===== src/rtl/video_timing_gen.sv =====
// rtl/video_timing_gen.sv - 640x480@60 raster timing generator (optional PIX_DIV_EN clock divider)
module video_timing_gen #(
    parameter int   H_ACTIVE = 640,
    parameter int   H_FP     = 16,
    parameter int   H_SYNC   = 96,
    parameter int   H_BP     = 48,
    parameter int   V_ACTIVE = 480,
    parameter int   V_FP     = 10,
    parameter int   V_SYNC   = 2,
    parameter int   V_BP     = 33,
    parameter logic SYNC_POL = 1'b0
) (
    input  logic       clk,
    input  logic       reset,
    output logic [9:0] x,
    output logic [9:0] y,
    output logic       hsync,
    output logic       vsync,
    output logic       active,
    output logic       line_start,
    output logic       frame_start,
    output logic       pix_tick
);

    localparam int H_TOTAL = H_ACTIVE + H_FP + H_SYNC + H_BP;
    localparam int V_TOTAL = V_ACTIVE + V_FP + V_SYNC + V_BP;

    // Counters are 10 bits wide; larger rasters cannot be represented.
    generate
        if (H_TOTAL > 1024 || V_TOTAL > 1024) begin : g_size_check
            $error("video_timing_gen: H_TOTAL and V_TOTAL must be <= 1024");
        end
    endgenerate

    localparam logic [9:0] H_LAST   = 10'(H_TOTAL - 1);
    localparam logic [9:0] V_LAST   = 10'(V_TOTAL - 1);
    localparam logic [9:0] H_ACT    = 10'(H_ACTIVE);
    localparam logic [9:0] V_ACT    = 10'(V_ACTIVE);
    localparam logic [9:0] HS_FIRST = 10'(H_ACTIVE + H_FP);
    localparam logic [9:0] HS_LAST  = 10'(H_ACTIVE + H_FP + H_SYNC - 1);
    localparam logic [9:0] VS_FIRST = 10'(V_ACTIVE + V_FP);
    localparam logic [9:0] VS_LAST  = 10'(V_ACTIVE + V_FP + V_SYNC - 1);

    logic [9:0] x_q, x_d;
    logic [9:0] y_q, y_d;
    logic       hsync_q, hsync_d;
    logic       vsync_q, vsync_d;
    logic       active_q, active_d;
    logic       line_start_q, line_start_d;
    logic       frame_start_q, frame_start_d;
    logic       advance;

`ifdef PIX_DIV_EN
    logic div_q, div_d;

    // Divider toggles every clk; the pixel advances on the edge after div==1.
    always_comb begin
        div_d = ~div_q;
    end

    // Divider register, cleared so the first advance lands on the 2nd edge.
    always_ff @(posedge clk or negedge reset) begin
        if (!reset) begin
            div_q <= 1'b0;
        end else begin
            div_q <= div_d;
        end
    end

    assign advance = div_q;
`else
    assign advance = 1'b1;
`endif

    // Next raster position and the outputs derived from it, so every output
    // register updates on the same edge as the counters.
    always_comb begin
        x_d = x_q;
        y_d = y_q;
        if (advance) begin
            if (x_q == H_LAST) begin
                x_d = 10'd0;
                y_d = (y_q == V_LAST) ? 10'd0 : y_q + 10'd1;
            end else begin
                x_d = x_q + 10'd1;
            end
        end
        hsync_d       = (x_d >= HS_FIRST && x_d <= HS_LAST) ? SYNC_POL : ~SYNC_POL;
        vsync_d       = (y_d >= VS_FIRST && y_d <= VS_LAST) ? SYNC_POL : ~SYNC_POL;
        active_d      = (x_d < H_ACT) && (y_d < V_ACT);
        line_start_d  = (x_d == 10'd0);
        frame_start_d = (x_d == 10'd0) && (y_d == 10'd0);
    end

    // Raster state; reset parks on the last pixel so the first advance is (0,0).
    always_ff @(posedge clk or negedge reset) begin
        if (!reset) begin
            x_q           <= H_LAST;
            y_q           <= V_LAST;
            hsync_q       <= ~SYNC_POL;
            vsync_q       <= ~SYNC_POL;
            active_q      <= 1'b0;
            line_start_q  <= 1'b0;
            frame_start_q <= 1'b0;
        end else begin
            x_q           <= x_d;
            y_q           <= y_d;
            hsync_q       <= hsync_d;
            vsync_q       <= vsync_d;
            active_q      <= active_d;
            line_start_q  <= line_start_d;
            frame_start_q <= frame_start_d;
        end
    end

    assign x           = x_q;
    assign y           = y_q;
    assign hsync       = hsync_q;
    assign vsync       = vsync_q;
    assign active      = active_q;
    assign line_start  = line_start_q;
    assign frame_start = frame_start_q;
    assign pix_tick    = advance;

endmodule


===== config.mk =====
export PLATFORM = sky130hd
export DESIGN_NAME = video_timing_gen
export DESIGN_NICKNAME = d
export VERILOG_FILES = /design/src/rtl/video_timing_gen.sv
export SDC_FILE = /design/constraint.sdc
export NUM_CORES = 1
export LEC_CHECK = 0
export ABC_AREA = 0
export BUFFER_PORTS_ARGS = -buffer_cell sky130_fd_sc_hd__buf_2
export CORE_MARGIN = 2
export CORE_UTILIZATION = 57
export CTS_BUF_LIST = sky130_fd_sc_hd__clkbuf_2 sky130_fd_sc_hd__clkbuf_4 sky130_fd_sc_hd__clkbuf_8
export CTS_CLUSTER_DIAMETER = 30
export CTS_CLUSTER_SIZE = 25
export DETAILED_ROUTE_END_ITERATION = 7
export PLACE_DENSITY_LB_ADDON = 0.05
export SKIP_LAST_GASP = 1
export SYNTH_ARGS = -nofsm -noshare
export SYNTH_HDL_FRONTEND = slang
export SYNTH_SLANG_ARGS = --single-unit
export TNS_END_PERCENT = 20

===== constraint.sdc =====
create_clock -name clk -period 2.6 [get_ports clk]
set_input_delay 0.52 -clock clk [delete_from_list [all_inputs] [get_ports clk]]
set_output_delay 0.52 -clock clk [all_outputs]
set_load 0.02 [all_outputs]

# [Yosys cells after proc, flatten, opt, wreduce, memory -nomap -nowiden]
# Index checks and enable logic that the tools add are counted.
[totals] elab_cells=28 ff_bits=25 output_inout_bits=26
[classes] n_eq_ne=2 n_reduce_logical=6 addsub=2 n_mux=5 n_lt_le_gt_ge=6
[op_table] cell="10-bit two-way mux" count=3
[op_table] cell="10-bit by 1-bit adder with 10-bit output, second input constant" count=2
[op_table] cell="10-bit == test, second input constant" count=2
[op_table] cell="10-bit zero test" count=2
[op_table] cell="10-bit >= comparator, second input constant" count=1
[op_table] cell="10-bit by 9-bit >= comparator with 1-bit output, second input constant" count=1
[op_table] cell="10-bit <= comparator, second input constant" count=1
[op_table] cell="10-bit by 9-bit <= comparator with 1-bit output, second input constant" count=1
[op_table] cell="10-bit less-than comparator, second input constant" count=1
[op_table] cell="10-bit by 9-bit less-than comparator with 1-bit output, second input constant" count=1
[op_table] cell="1-bit logical AND" count=4
[op_table] cell="1-bit two-way mux" count=2

# [Longest topological paths before layout]
# Gate-level depths: netlist of run 1.
[logic_depth] ltp_word=6 depth_mapped=9 ltp_nobuf=8

# [Worst setup path after synthesis of run 1]
# OpenSTA, ideal clock, no wires.
[synth_timing] path_type="register to register" start="register x_q[0], in the netlist x[0]" end="register frame_start_q, in the netlist frame_start" stages_incl_launch_ff=9 n_path_buf=1 setup_time_ps=96 slack_ps=185 required_ps=2504 t_arrival_ps=2320 path_cell_list="dfstp_2 -> ha_1 -> and4_1 -> buf_6 -> nand3_1 -> nor3_2 -> xor2_1 -> or4_1 -> nor4_2"
[synth_between] elab_chain_len=4 word_cells_on_any_way=7
[synth_rtl] item="start, declared" line="44" text="logic [9:0] x_q, x_d;"
[synth_rtl] item="start signal, assigned" line="98" text="x_q <= H_LAST;"
[synth_rtl] item="start signal, assigned" line="106" text="x_q <= x_d;"
[synth_rtl] item="10-bit == test" line="81" text="if (x_q == H_LAST) begin"
[synth_rtl] item="10-bit two-way mux" line="81"
[synth_rtl] item="net y_d[5]" line="45" text="logic [9:0] y_q, y_d;"
[synth_rtl] item="10-bit zero test" line="92" text="frame_start_d = (x_d == 10'd0) && (y_d == 10'd0);"
[synth_rtl] item="1-bit logical AND" line="92"
[synth_rtl] item="net frame_start_d" line="50" text="logic frame_start_q, frame_start_d;"
[synth_rtl] item="end signal, assigned" line="112" text="frame_start_q <= frame_start_d;"
[synth_rtl] item="end, declared" line="50"
# The timed path passes the listed nets, and every way through them passes these cells.

# [Final worst setup path of run 1]
[layout_timing] start="register x_q[0], in the netlist x[0]" end="register frame_start_q, in the netlist frame_start"
[layout_between] elab_chain_len=4 word_cells_on_any_way=7
[layout_rtl] item="10-bit by 1-bit adder with 10-bit output / 10-bit == test (equally long branches)" line="85, 81"
[layout_rtl] item="10-bit two-way mux *" line="81"
[layout_rtl] item="net x_d[9]" line="44"
[layout_rtl] item="10-bit zero test *" line="92"
[layout_rtl] item="1-bit logical AND *" line="92"
[layout_rtl] item="net frame_start_d" line="50"
# Mark *: on every way through the listed nets, which the timed path passes. The rest lies on a longest branch.

==> reports/metrics.cfg, run 1 <==
[status]
status = complete, no violations

[drt]
drc = 0
routedWlPerCell_um = 15.01
viasPerCell = 5.792
drt_iter0_markers = 36
first_pass_iters = 4
detail-route-antenna-nets = 0
wl_um = 3107
vias = 1199

[place]
portBuffers = 26
gp_congestion = 0.9530
place_area_um2 = 1614
detailed_place_hpwl_um = 2223
pre_cts_slack_ns = 0.1214

[clocking]
clockRootBuffer = clkbuf_4
cts_tree = done
numCtsBuffers = 3
cts.sinks = 25
clockBufferDepth = 2
cts_setup_buffers = 0
cts_max_level = 1
cts-resized-gates = 0
cts_hold_buf = 0
clk_pin_slew_worst_paths_ns = 0.14
clock_latency_ns = 0.31

[synthesis]
synth_edf_count = 0
synth_area_leaders = dfrtp_1 22%, dfstp_2 21%, xnor2_1 4.7%
synth_cell_types = 48
netlist_area_um2 = 1480
synth.net_count = 161
synth_warnings = 0
synth_top_flop_cell = dfrtp_1
seq_area_frac_synth_pct = 43.28
synth_top_area_share_pct = 21.98
ys_ff_latch = 25
async_reset_ff_share_pct = 100.0
synthesis.instances = 155
avgSynthCellArea_um2 = 9.549
synth_largest_area_cell = dfrtp_1

[critical_path]
slowest_stage = dfstp_2
r2r-end = frame_start
arrival_ns = 2.62
rrSetupSlack_ns = 0.22
crit_fanout = 7
required_ns = 2.84
startpoint_type = flop
crit_chain = ha_1 -> and4_4 -> and3_1 -> o21ai_1 -> a22o_1 -> or3_4 -> nor4_2
endpoint_kind = flop
max_stage_delay_ns = 0.59
crit_type = flop to flop
r2r_cells = 7
r2r_start = x[0]
crit_start = x[0]
crit_end = frame_start

[global_route]
grt_max_degree = 26
antenna_found_initial = 0
grt_first_pass_wirelength_um = 4954
grt_pass1_vias = 1056
grtUsageTotal_pct = 23.19
overflow = 0

[sta]
fin_crit_ns = 2.383
rsz0062_at_grt = false
report.final.slew_viol_count = 0
tightestPinTransition_ns = 0.5408
hold_viol = 0
clock_skew_ns = 0.009162
setup_ws_ns = 0.2166
whs_ns = 0.1650
period_share_pct = 91.67
setup_tns_ns = 0
slew_headroom_pct = 63.95
fmax_ghz = 0.4196
finalSetupViolCount = 0

[layout]
postLayoutCellArea_um2 = 1652
fill_cells = 222
antenna_cells = 0
syn2layout_area_growth_pct = 11.58
fin_nets = 184
multi_input_area_um2 = 755.7
register_area_um2 = 640.6
drive_above_1_share_pct = 29.94

[floorplanning]
io_pins = 28
core.rowCount = 18
die_x_um = 54.96
die_y_um = 54.96
die_area_um2 = 3021
coreArea_um2 = 2477
start_util_pct = 59.75

[power]
leakagePower_nw = 0.7580
irDropWorstVdd_uv = 317.1
power.density_nw_per_um2 = 353.3

[hold_path]
hp-class = primary input to async pin

[run]
max_cap_violations = 0

[final cells by class]
cell class | count | share of cell area, %
multi-input cells | 112 | 45.76
flip-flops and latches | 25 | 38.79
repair buffers | 28 | 9.545
well taps | 30 | 2.273
clock buffers | 4 | 1.818
inverters | 8 | 1.818
[cells by family after synthesis]
logic type / synth area share [%]
flops: 43.28
fa+ha+maj: 3.381
simple gates: 25.78
compound gates: 12.09
xor+xnor: 7.692
buf+inv: 6.171
other cells: 0.2533
mux: 1.353
[stage by stage]
stage | std cells | power (mW) | utilization (%)
2_1_floorplan | 155 | 0.3989 | -
3_3_place_gp | 203 | 0.4055 | 65.15
3_5_place_dp | 203 | 0.4061 | 65.15
4_1_cts | 207 | 0.5961 | 66.36
5_1_grt | 207 | 0.6128 | 66.67
6_report | 207 | 0.5835 | 66.67
[cell usage in the layout, fill, tap and decap left out, types with 2 or more instances in the layout]
| master | instances |
|---|---|
| and3_1 | 3 |
| nand2_1 | 15 |
| nor2_1 | 8 |
| mux2i_1 | 2 |
| or4_1 | 2 |
| dfstp_2 | 12 |
| nor2b_1 | 2 |
| xor2_1 | 5 |
| a21o_1 | 2 |
| nor3_1 | 5 |
| nor3b_1 | 2 |
| inv_1 | 8 |
| nand3_1 | 10 |
| nor3_2 | 2 |
| nand4_1 | 4 |
| a21oi_1 | 6 |
| dfrtp_1 | 13 |
| xnor2_1 | 8 |
| ha_1 | 4 |
| o21ai_0 | 8 |
| buf_2 | 26 |
| clkbuf_4 | 4 |
[sequential cells by signal, indices dropped and copies added, names as in the netlist]
name,flops
hsync,1
vsync,1
active,1
x,10
frame_start,1
line_start,1
y,10
[worst max-delay path, delay by kind of cell (launching register included)]
| family | cells | cell delay (ns) |
|---|---|---|
| and+or+nand+nor | 4 | 1.16 |
| adders and majority gates | 1 | 0.24 |
| DFF | 1 | 0.59 |
| AOI/OAI and AO/OA | 2 | 0.32 |
[cells in the mapped netlist (all sizes together) (2+ instances only)]
library cell  number
dfrtp             13
a31o               2
nor2               8
xor2               5
nor3b              2
buf                7
xnor2              8
nor3               7
nor2b              2
inv                8
nor4b              2
a21oi              6
clkbuf             3
nand2             15
dfstp             12
mux2i              2
and3               3
nor4               2
a21o               2
or4                2
ha                 4
or3                2
nand4              4
nand3             10
o21ai             10
[worst min-delay path by stage]
| stage | startpoint | end | slack, ns | cells after the start |
|---|---|---|---|---|
| finish | reset | frame_start | 0.16 | 1 |
| global route | reset | x[5] | 0.20 | 1 |
| CTS | reset | line_start | 0.18 | 1 |
| detailed placement | x[0] | x[0] | 0.51 | 1 |
| global placement | x[0] | x[0] | 0.51 | 1 |
| floorplan | reset | active | 0.22 | 0 |
[routing by layer]
layer	part of all wire (%)	GRT usage, %	vias up
met5	0	0	-
met2	46	32.74	43
li1	-	-	588
met4	0.42	8.943	0
met1	48	35.04	566
met3	5.6	4.032	2
[where the power goes]
group	switching [mW]	internal, mW	total [mW]
combinational	0.00831	0.000537	0.00884
clock	0.114	0.0703	0.185
sequential	0	0.390	0.390
(Power assumes the default switching activity.)
==> run 2: changes to the inputs <==
- ABC_AREA: 0 -> 1
- CORE_UTILIZATION: 57 -> 62
- clock period: 2.6 -> 2.9 ns (I/O delays scaled with it)
==> run 2 against run 1 <==
  * Core utilization up 3.5 points
  * Sequential power down 10%
  * Clock skew down 0.0040 ns
  * Power down 11%
  * Sequential share of layout area down 1.6 points
  * Critical endpoint unchanged
  * Largest cell class unchanged
==> reports/metrics.cfg, run 2 <==
[status]
status = complete, no violations

[critical_path]
rrSetupSlack_ns = 0.83
r2r_start = x[0]
startpoint_type = flop
crit_type = flop to flop
r2r-end = frame_start
endpoint_kind = flop
required_ns = 3.18
r2r_cells = 11
crit_fanout = 13
arrival_ns = 2.35

[place]
detailed_place_hpwl_um = 2469
portBuffers = 26
placed_cells = 265
gp_congestion = 0.8198

[floorplanning]
io_pins = 28
die_x_um = 54.45
die_y_um = 54.45
core.rowCount = 18
start_util_pct = 64.27
die_area_um2 = 2964
coreArea_um2 = 2455

[hold_path]
hp-class = primary input to async pin

[clocking]
clk_pin_slew_worst_paths_ns = 0.14
cts_max_level = 1
cts_setup_buffers = 0
cts_hold_buf = 0
cts.sinks = 25
cts-resized-gates = 0
numCtsBuffers = 3
cts_tree = done
clock_latency_ns = 0.33
clockRootBuffer = clkbuf_4
clockBufferDepth = 2

[sta]
period_share_pct = 71.42
slew_headroom_pct = 63.38
tightestPinTransition_ns = 0.5493
hold_viol = 0
report.final.slew_viol_count = 0
fin_crit_ns = 2.071
rsz0062_at_grt = false
setup_tns_ns = 0
finalSetupViolCount = 0
fmax_ghz = 0.4828
clock_skew_ns = 0.005173

[synthesis]
synth_top_flop_cell = dfrtp_1
synth_edf_count = 0
synth_top_area_share_pct = 20.62
synth_largest_area_cell = dfrtp_1
ys_ff_latch = 25
synth_top_family_by_area = simple AND/OR/NAND/NOR gates
synth.most_common_cell = nand2_1
synth_common_cells = 51 x nand2_1, 33 x inv_1, 24 x nor2_1
synth.net_count = 222
synth-simple-area-share_pct = 39.89
synth_mux_area_share_pct = 0
seq_area_frac_synth_pct = 40.60
synth_area_leaders = dfrtp_1 21%, dfstp_2 20%, nand2_1 12%
async_reset_ff_share_pct = 100.0
synth_cell_types = 28
avgSynthCellArea_um2 = 7.304
synth_xor_area_share_pct = 1.110
synthAdderAreaFrac_pct = 3.172
synthesis.instances = 216
synth_warnings = 0
netlist_area_um2 = 1578
synth_compound_area_share_pct = 2.696

[layout]
final_common_cell = nand2_1
multi_input_area_um2 = 743.2
fin_util_pct = 70.13
layout.cells.non_filler = 269
layout_common_cells = 51 x nand2_1, 33 x inv_1, 26 x buf_2
syn2layout_area_growth_pct = 9.120
register_area_um2 = 640.6
fin_nets = 246
fill_cells = 223
antenna_cells = 0
drive_above_1_share_pct = 28.03

[drt]
drt_iter0_markers = 33
first_pass_iters = 4
vias = 1419
wl_um = 3252
detail-route-antenna-nets = 0
viasPerCell = 5.275
routedWlPerCell_um = 12.09
drc = 0

[global_route]
grt_first_pass_wirelength_um = 5520
antenna_found_initial = 0
overflow = 0
grtUsageTotal_pct = 26.14
grt_pass1_vias = 1273
grt_max_degree = 26

[run]
max_cap_violations = 0

[power]
power.density_nw_per_um2 = 301.0
leakagePower_nw = 0.9500
irDropWorstVdd_uv = 311.6

[run 2: cell count changes in the layout (fill, tap and decap cells not counted), moves of 4 or more]
cell	delta
inv_2	+4
a21oi_1	-5
nand2_2	+10
inv_1	+25
nand2_1	+36
xnor2_1	-8
nand4_1	+4
nand3_1	+13
nor2_2	+4
nor2_1	+16
[run 2: report_power, final]
part / switching [mW] / internal, mW / leakage, nW
clock network: 0.109 / 0.0518 / 0.0177
registers: 0 / 0.350 / 0.296
logic: 0.00755 / 0.000481 / 0.636
[run 2: logic make-up after synthesis]
kind of cell / count (synthesis)
XOR/XNOR: 2
adder cells (fa/ha/maj): 4
flip-flops: 25
other: 1
AND/OR/NAND/NOR: 131
AO/OA/AOI/OAI: 8
buffers and inverters: 45
[run 2: final cells by class]
| class | instances | share of cell area (%) |
|---|---|---|
| Tap cell | 30 | 2.180 |
| Clock buffer | 3 | 1.308 |
| Sequential cell | 25 | 37.21 |
| Multi-Input combinational cell | 146 | 43.17 |
| Clock inverter | 1 | 0.2907 |
| Inverter | 38 | 8.285 |
| Timing Repair Buffer | 26 | 7.558 |
[run 2: how the worst max path moves through the flow]
stage,from,endpoint,depth (start not counted)
detailed placement,x[0],frame_start,11
CTS,x[0],frame_start,11
finish,x[0],frame_start,11
floorplan,x[0],frame_start,13
global route,x[0],frame_start,11
global placement,x[0],frame_start,11
[run 2: routing by layer]
layer,vias to the layer above,wire [um],track usage [%]
met2,50,1505,40.16
met1,650,1452,35.60
met5,-,0,0
met4,0,56,12.08
met3,7,238,4.918
li1,712,-,-
[run 2: worst max-delay path, stage by stage (launching register included)]
cell and delay [ns]:
dfstp_2 0.59, ha_1 0.17, nand2_1 0.10, nor2_2 0.15, nand4_2 0.34, nand2_1 0.16, nand2_1 0.09, nor2_1 0.14
nand2_1 0.06, nor2_1 0.08, nand2_1 0.06, nor2_2 0.07
[run 2: per-stage QoR]
stage	setup WS, ns	instance area, um2	total power, mW	hold WS (ns)
after floorplan	1.078	1578	0.3576	0.2844
after global placement	0.9097	1694	0.3636	0.5018
after detailed placement	0.8506	1694	0.3639	0.5350
after CTS	0.8151	1722	0.5213	0.2230
after global routing	0.5439	1722	0.5412	0.2412
final	0.8288	1722	0.5182	0.2151
==> run 3: changes to the inputs <==
- CORE_UTILIZATION: 62 -> 52
- clock period: 2.9 -> 1.7 ns (I/O delays scaled with it)
==> run 3 against run 2 <==
  * The flow now finishes with violations (negative setup slack)
  * Register-to-register slack worse by 0.89 ns
  * Sequential share of layout area is 5.8 points lower
  * Flip-flop and latch count unchanged
  * Largest power group unchanged
  * Highest routed layer unchanged
  * Global-route usage decreased by 2.8 points
  * Combinational power up 98%
  * Worst hold slack better by 0.29 ns
  * Critical path type unchanged
  * Final area increased by 18%
  * Critical endpoint is now vsync
==> reports/metrics.cfg, run 3 (synthesis gave the netlist of run 2 again) <==
[critical_path]
crit_fanout = 15
r2r-end = vsync
startpoint_type = flop
rrSetupSlack_ns = -0.06
r2r_cells = 11
arrival_ns = 2.03
endpoint_kind = flop
r2r_start = x[1]
crit_type = flop to flop
required_ns = 1.97
crit_start = x[1]
crit_end = vsync

[drt]
first_pass_iters = 4
drt_iter0_markers = 35
drc = 0
vias = 1509
routedWlPerCell_um = 12.24
drt-met1-wl_um = 1807
detail-route-antenna-nets = 0
top_layer = met4
viasPerCell = 4.997
dr_wl_met3_um = 128
wl_um = 3696
dr_wl_met2_um = 1706

[floorplanning]
die_x_um = 59.09
coreArea_um2 = 2829
die_y_um = 59.09
die_area_um2 = 3491
start_util_pct = 55.77
io_pins = 28
core.rowCount = 19

[sta]
period_share_pct = 103.7
slew_headroom_pct = 61.75
tightestPinTransition_ns = 0.5737
fmax_ghz = 0.5672
rsz0062_at_grt = true
fin_crit_ns = 1.763
finalSetupViolCount = 5
clock_skew_ns = 0.004272
hold_viol = 0
whs_ns = 0.5020
setup_ws_ns = -0.06320
report.final.slew_viol_count = 0

[layout]
fin_nets = 278
multi_input_area_um2 = 789.5
postLayoutCellArea_um2 = 2037
layout_common_cells = 48 x nand2_1, 33 x inv_1, 29 x buf_4
final_common_cell = nand2_1
layout.cells.non_filler = 302
antenna_cells = 0
fill_cells = 244
drive_above_1_share_pct = 38.75
register_area_um2 = 640.6
syn2layout_area_growth_pct = 29.10

[run]
max_cap_violations = 0

[global_route]
grtUsageTotal_pct = 23.33
grt_max_degree = 26
grt_first_pass_wirelength_um = 6127
antenna_found_initial = 0
overflow = 0
grt_pass1_vias = 1390

[status]
status = complete, but fails checks
violations = negative setup slack

[clocking]
cts_max_level = 1
clk_pin_slew_worst_paths_ns = 0.15
clockBufferDepth = 2
numCtsBuffers = 3
cts.sinks = 25
cts_tree = done
clockRootBuffer = clkbuf_4
clock_latency_ns = 0.34

[place]
detailed_place_hpwl_um = 2819
placed_cells = 295
portBuffers = 26
gp_congestion = 0.8521
pre_cts_slack_ns = -0.07605
place_area_um2 = 1953

[power]
leakagePower_nw = 1.127
irDropWorstVdd_uv = 415.0
power.density_nw_per_um2 = 443.9

[hold_path]
hp-class = primary input to async pin

[run 3: cell count changes in the layout (fill, tap and decap cells not counted), moves of 2 or more]
cell | previous run | this run
buf_12 | 0 | 2
nand3_1 | 23 | 21
buf_4 | 0 | 29
nand2_2 | 10 | 13
o21ai_0 | 5 | 3
nand2_1 | 51 | 48
o21ai_1 | 1 | 3
nand3_2 | 2 | 4
[run 3: per-stage QoR]
| stage | util [%] | setup TNS [ns] | power [mW] |
|---|---|---|---|
| 2_1_floorplan | - | -0.1075 | 0.6101 |
| 3_3_place_gp | 69.04 | -0.06958 | 0.6205 |
| 3_5_place_dp | 69.04 | -0.2134 | 0.6216 |
| 4_1_cts | 70.37 | -0.3309 | 0.9039 |
| 5_1_grt | 72.00 | -1.169 | 0.9169 |
| 6_report | 72.00 | -0.2456 | 0.9042 |
[run 3: layout make-up]
class / instances / area share (%)
multi-input cells: 146 / 38.76
flip-flops and latches: 25 / 31.45
repair buffers: 58 / 19.53
inverters: 38 / 7.002
well taps: 31 / 1.904
clock buffers: 3 / 1.106
clock inverters: 1 / 0.2457
[run 3: worst max-delay path, stage by stage (launching register included)]
cell	delay (ns)
dfstp_2	0.59
ha_4	0.14
nand2_2	0.08
inv_2	0.07
nand2_2	0.06
nor2_4	0.10
buf_12	0.14
nand3_1	0.09
nand2_2	0.10
nand3_1	0.09
nor2_2	0.13
nand4_1	0.11
[run 3: power by group]
group	leakage, nW	internal [mW]	switching (mW)
Clock	0.0177	0.0887	0.203
Sequential	0.296	0.597	0
Combinational	0.813	0.00230	0.0136
[run 3: worst min-delay path by stage]
stage,startpoint,to,slack (ns),cells past startpoint
2_1_floorplan,reset,active,0.04,0
3_3_place_gp,reset,y[1],0.35,1
3_5_place_dp,reset,y[1],0.37,1
6_report,reset,y[1],0.50,2
4_1_cts,reset,y[4],0.53,2
5_1_grt,reset,y[4],0.59,2
[run 3: routing by layer]
layer | vias up | track usage, %
met2 | 30 | 37.46
li1 | 772 | -
met4 | 0 | 8.766
met3 | 5 | 2.620
met1 | 702 | 32.49
met5 | - | 0
[run 3: what timing repair did]
item                                    CTS  global route
gates resized for setup                   1             8
buffers inserted                          0             2
hold buffers                              1             0
endpoints found under the setup margin    5             8
pin swaps                                 2             4
hold endpoints to repair                  5             0
